[config.mk]
export PLATFORM = sky130hd
export DESIGN_NAME = combo_key_seq
export DESIGN_NICKNAME = d
export VERILOG_FILES = /design/src/rtl/combo_pkg.sv /design/src/rtl/combo_chan.sv /design/src/rtl/combo_key_seq.sv
export SDC_FILE = /design/constraint.sdc
export NUM_CORES = 1
export LEC_CHECK = 0
export ABC_AREA = 0
export CAP_MARGIN = 25
export CORE_AREA = 3 3 141 143
export DETAILED_ROUTE_END_ITERATION = 12
export DIE_AREA = 0 0 144 146
export SLEW_MARGIN = 10
export SYNTH_ARGS = -nofsm -noshare
export SYNTH_HDL_FRONTEND = slang
export SYNTH_SLANG_ARGS = --single-unit
[constraint.sdc]
create_clock -name clk -period 3.8 [get_ports clk]
set_clock_uncertainty 0.2 [all_clocks]
set_input_delay 0.57 -clock clk [delete_from_list [all_inputs] [get_ports clk]]
set_output_delay 0.57 -clock clk [all_outputs]
set_load 0.01 [all_outputs]
[src/rtl/combo_pkg.sv]
// combo_pkg: shared state encodings, counter width and default tick counts for the combo key sequencer
package combo_pkg;
  typedef logic [1:0] state_t;
  localparam state_t IDLE = 2'd0;
  localparam state_t PRE  = 2'd1;
  localparam state_t ACT  = 2'd2;
  localparam state_t POST = 2'd3;
  localparam int CNT_W = 8;
  localparam int PRESS_TICKS_DEF = 15;
  localparam int REL_TICKS_DEF = 2;
endpackage

[src/rtl/combo_chan.sv]
// combo_chan: one combo channel FSM (modifier leads/trails key by tick counts); in clk, delay_reset, tick, req, grant; out mod_act, key_act
module combo_chan import combo_pkg::*; #(
  parameter int PRESS_TICKS = PRESS_TICKS_DEF,
  parameter int REL_TICKS = REL_TICKS_DEF
) (
  input  logic clk,
  input  logic delay_reset,
  input  logic tick,
  input  logic req,
  input  logic grant,
  output logic mod_act,
  output logic key_act
);
  state_t state_q, state_d;
  logic [CNT_W-1:0] cnt_q, cnt_d;
  always_comb begin
    state_d = (state_q == IDLE) ? (grant ? PRE : IDLE) :
              (state_q == PRE)  ? (!req ? IDLE : (cnt_q == CNT_W'(PRESS_TICKS)) ? ACT : PRE) :
              (state_q == ACT)  ? (req ? ACT : (REL_TICKS == 0) ? IDLE : POST) :
              (cnt_q == CNT_W'(REL_TICKS)) ? IDLE : POST;
    cnt_d = (state_d != state_q) ? '0 :
            (tick && cnt_q != '1 && (state_q == PRE || state_q == POST)) ? cnt_q + CNT_W'(1) : cnt_q;
  end
  always_ff @(posedge clk or posedge delay_reset) begin
    if (delay_reset) begin
      state_q <= IDLE;
      cnt_q <= '0;
    end else begin
      state_q <= state_d;
      cnt_q <= cnt_d;
    end
  end
  assign mod_act = state_q != IDLE;
  assign key_act = state_q == ACT;
endmodule

[src/rtl/combo_key_seq.sv]
// combo_key_seq: multi-channel modifier+key combo sequencer; in clk, delay_reset, tick, req[CHANNELS]; out mod_act, key_act, busy; COMBO_ARB_EN adds single-active arbiter
module combo_key_seq import combo_pkg::*; #(
  parameter int CHANNELS = 12,
  parameter int PRESS_TICKS = PRESS_TICKS_DEF,
  parameter int REL_TICKS = REL_TICKS_DEF
) (
  input  logic                clk,
  input  logic                delay_reset,
  input  logic                tick,
  input  logic [CHANNELS-1:0] req,
  output logic [CHANNELS-1:0] mod_act,
  output logic [CHANNELS-1:0] key_act,
  output logic                busy
);
  logic [CHANNELS-1:0] grant;
`ifdef COMBO_ARB_EN
  assign grant = busy ? '0 : req & (~req + CHANNELS'(1));
`else
  assign grant = req;
`endif
  for (genvar i = 0; i < CHANNELS; i++) begin : g_chan
    combo_chan #(.PRESS_TICKS(PRESS_TICKS), .REL_TICKS(REL_TICKS)) u_chan (
      .clk(clk),
      .delay_reset(delay_reset),
      .tick(tick),
      .req(req[i]),
      .grant(grant[i]),
      .mod_act(mod_act[i]),
      .key_act(key_act[i])
    );
  end
  assign busy = |mod_act;
endmodule

==> flow_summary.ini <==
[setup_path]
path_max_fanout = 8
end_kind = output port
cp-startpoint = g_chan[7].u_chan.state_q[1]$_DFF_PP0_
crit_end = busy
crit_required_ns = 3.03
crit_path_max_incr_delay_ns = 0.54
reg2reg_depth = 4
r2r-start = g_chan[2].u_chan.cnt_q[4]$_DFFE_PP0P_
path_cells = or2_1 -> or4_1 -> or4_1 -> or4_1 -> dlygate4sd2_1
r2r_end = g_chan[2].u_chan.cnt_q[4]$_DFFE_PP0P_
cpMostUsedCell = or4_1
crit_type = flip-flop to output port
cp_slowest_cell = or4_1
ff2ff_setup_slack_ns = 1.28
worstSetupStartpointType = flip-flop
worstPathArrival_ns = 2.92

[logic_synthesis]
synth-seq-cells = 120
synth_cells = 838
synth_top_area_frac = 0.404
syn_avg_cell_area_um2 = 8.86
synth_most_common_cell = dfrtp_1
yosysTopAreaCell = dfrtp_1
yosys-top-cells-area = dfrtp_1, ha_1, nor2_1
syn_nets = 877
seq_area_frac_synth = 0.404
synth_ff_type = dfrtp_1
yosys-top-cells-count = dfrtp_1, nor2_1, nand2_1, nand3_1
synth_area_um2 = 7430
yosys_warnings = 0
synth-edff-count = 0
async_reset_ff_frac = 1.00
ys_types = 52

[timing]
rsz0062_at_grt = no
timing.fmax_mhz = 271
finalCritPeriodShare = 0.971
hold_violations = 0
tightest_slew_ns = 0.883
period_needed_ns = 3.69
setup_viol = 0
maxSlewViolCount = 0
finalSetupTns_ns = 0
relSlewSlack = 0.407

[drt]
totalWireLength_um = 15600
vias_per_cell = 5.47
routedWlPerCell_um = 14.2
drt_first_iter_violations = 354
dr.pass1.iters = 4
drc = 0
num_vias = 6025
ant_nets = 0

[die]
start_util = 0.397
die_x_um = 144
core_area_um2 = 18700
die_y_um = 146
pin_count = 40
rows = 50
dieArea_um2 = 21000

[power_and_ir_drop]
seq_power_share = 0.372
switching_share = 0.351
p_leak_nw = 3.41
pwr-share-comb = 0.323
powerDensity_nw_per_um2 = 566
clkPwrFrac = 0.305
max-vdd-ir-drop_mv = 0.331
power_mw = 4.78
power_switching_mw = 1.68
internal_power_mw = 3.10

[layout]
syn_to_final_growth_pct = 13.7
n_antenna_cell = 0
multi_input_area_um2 = 4000
stdcell_area_um2 = 8450
ff_latch_area_um2 = 3000
finalNonFillerCells = 1101
drive_above_1_share = 0.0704
fin_nets = 895
fillers = 1778

[cts]
insertion_delay_ns = 0.42
cts_buffer_depth = 2
cts_tree = yes
htreeDepth = 4
cts.sinks = 120
cts_buffers = 17
cts.clk_slew.worst_paths_ns = 0.05
cts_setup_buffers = 0
cts_root_buf = clkbuf_16

[global_routing]
grt_pass1_vias = 5475
grt_max_degree = 121
antenna_found_initial = 0
overflow = 0
grt_pass1_wl_um = 26400
grt_usage = 0.153

[placed_design]
place_congestion = 0.783
dp.cells = 1071
hpwl_um = 10600
io_buffers = 39
placed_cell_area_um2 = 7920

[job]
maxCapViolations = 0

[min_path]
hold_path_class = flip-flop to flip-flop

[run_status]
status = finished, final reports clean
## placed cells by master (no fill, tap or decap), drive strengths merged, types with 8 or more instances in the layout
| master | Yosys | routed |
|---|---|---|
| a21oi | 31 | 31 |
| and4 | 12 | 12 |
| ha | 24 | 24 |
| nor2b | 20 | 20 |
| xnor2 | 30 | 30 |
| inv | 31 | 30 |
| nor3b | 17 | 17 |
| a211oi | 28 | 28 |
| clkbuf | 26 | 27 |
| clkdlybuf4s50 | 0 | 38 |
| o211ai | 8 | 8 |
| nor4 | 18 | 18 |
| nand4 | 23 | 23 |
| buf | 28 | 14 |
| mux2i | 8 | 8 |
| or2 | 20 | 20 |
| nor2 | 79 | 79 |
| nand3 | 48 | 48 |
| xor2 | 10 | 10 |
| a2111oi | 9 | 9 |
| nand2b | 20 | 20 |
| o21ai | 34 | 34 |
| nor3 | 21 | 21 |
| a311oi | 21 | 21 |
| dfrtp | 120 | 120 |
| nand2 | 53 | 53 |
| and3 | 28 | 28 |
| a31oi | 21 | 21 |
## worst max-delay path, delay by kind of cell, from the launching register on
family,cells,cell delay [ns]
buffers and inverters,1,0.32
DFF,1,0.44
and+or+nand+nor,4,1.75
## power by group through the flow
stage	sequential, mW	combinational [mW]	clock [mW]
floorplan	1.66	1.25	0
global placement	1.79	1.56	0
detailed placement	1.80	1.57	0
CTS	1.78	1.57	1.50
global route	1.83	1.75	1.56
finish	1.78	1.54	1.46
## layout make-up
cell class	count	share of cell area
Clock inverter	3	0.00178
Sequential cell	120	0.355
Timing Repair Buffer	53	0.0600
Inverter	31	0.0142
Tap cell	234	0.0347
Clock buffer	27	0.0607
Multi-Input combinational cell	633	0.473
## worst min-delay path by stage
stage                                                from                               endpoint  slack [ns]  cells past startpoint
floorplan           g_chan[3].u_chan.cnt_q[4]$_DFFE_PP0P_  g_chan[3].u_chan.cnt_q[4]$_DFFE_PP0P_        0.28                      1
global placement    g_chan[3].u_chan.cnt_q[4]$_DFFE_PP0P_  g_chan[3].u_chan.cnt_q[4]$_DFFE_PP0P_        0.31                      1
detailed placement  g_chan[3].u_chan.cnt_q[4]$_DFFE_PP0P_  g_chan[3].u_chan.cnt_q[4]$_DFFE_PP0P_        0.31                      1
CTS                 g_chan[3].u_chan.cnt_q[4]$_DFFE_PP0P_  g_chan[3].u_chan.cnt_q[4]$_DFFE_PP0P_        0.32                      1
global route        g_chan[3].u_chan.cnt_q[4]$_DFFE_PP0P_  g_chan[3].u_chan.cnt_q[4]$_DFFE_PP0P_        0.35                      1
finish              g_chan[3].u_chan.cnt_q[4]$_DFFE_PP0P_  g_chan[3].u_chan.cnt_q[4]$_DFFE_PP0P_        0.33                      1
## timing repair
item / 4_1_cts / 5_1_grt
hold buffers: 0 / 0
gates resized for setup: 1 / 0
endpoints found under the setup margin: 1 / 0
## kinds of logic (layout without fill, tap and decap cells)
kind of cell,count (synthesis),in the layout,synth area share
AOI/OAI and AO/OA,173,173,0.156
xor gates and xnor gates,40,40,0.0472
adders and majority gates,24,24,0.0404
buffers and inverters,85,114,0.0574
DFF,120,120,0.404
muxes,8,8,0.0108
and+or+nand+nor,388,388,0.284
## registers in the layout, summed over array words and instances (netlist names)
name	count
g_chan.u_chan.state_q	24
g_chan.u_chan.cnt_q	96
## metrics by stage
step / setup WS, ns / util / hold WS (ns)
global placement: 0.363 / 0.423 / 0.312
CTS: 0.0829 / 0.452 / 0.325
floorplan: 0.935 / - / 0.285
finish: 0.110 / 0.452 / 0.326
global route: 0.0104 / 0.452 / 0.348
detailed placement: 0.348 / 0.423 / 0.314
## layer usage
metal	wire [µm]	GRT usage	vias up
met1	8060	0.223	2836
met3	746	0.0519	9
met4	158	0.0461	0
met5	0	0	-
met2	6660	0.214	69
li1	-	-	3111
Note: power is estimated with default switching activity, not from simulation.
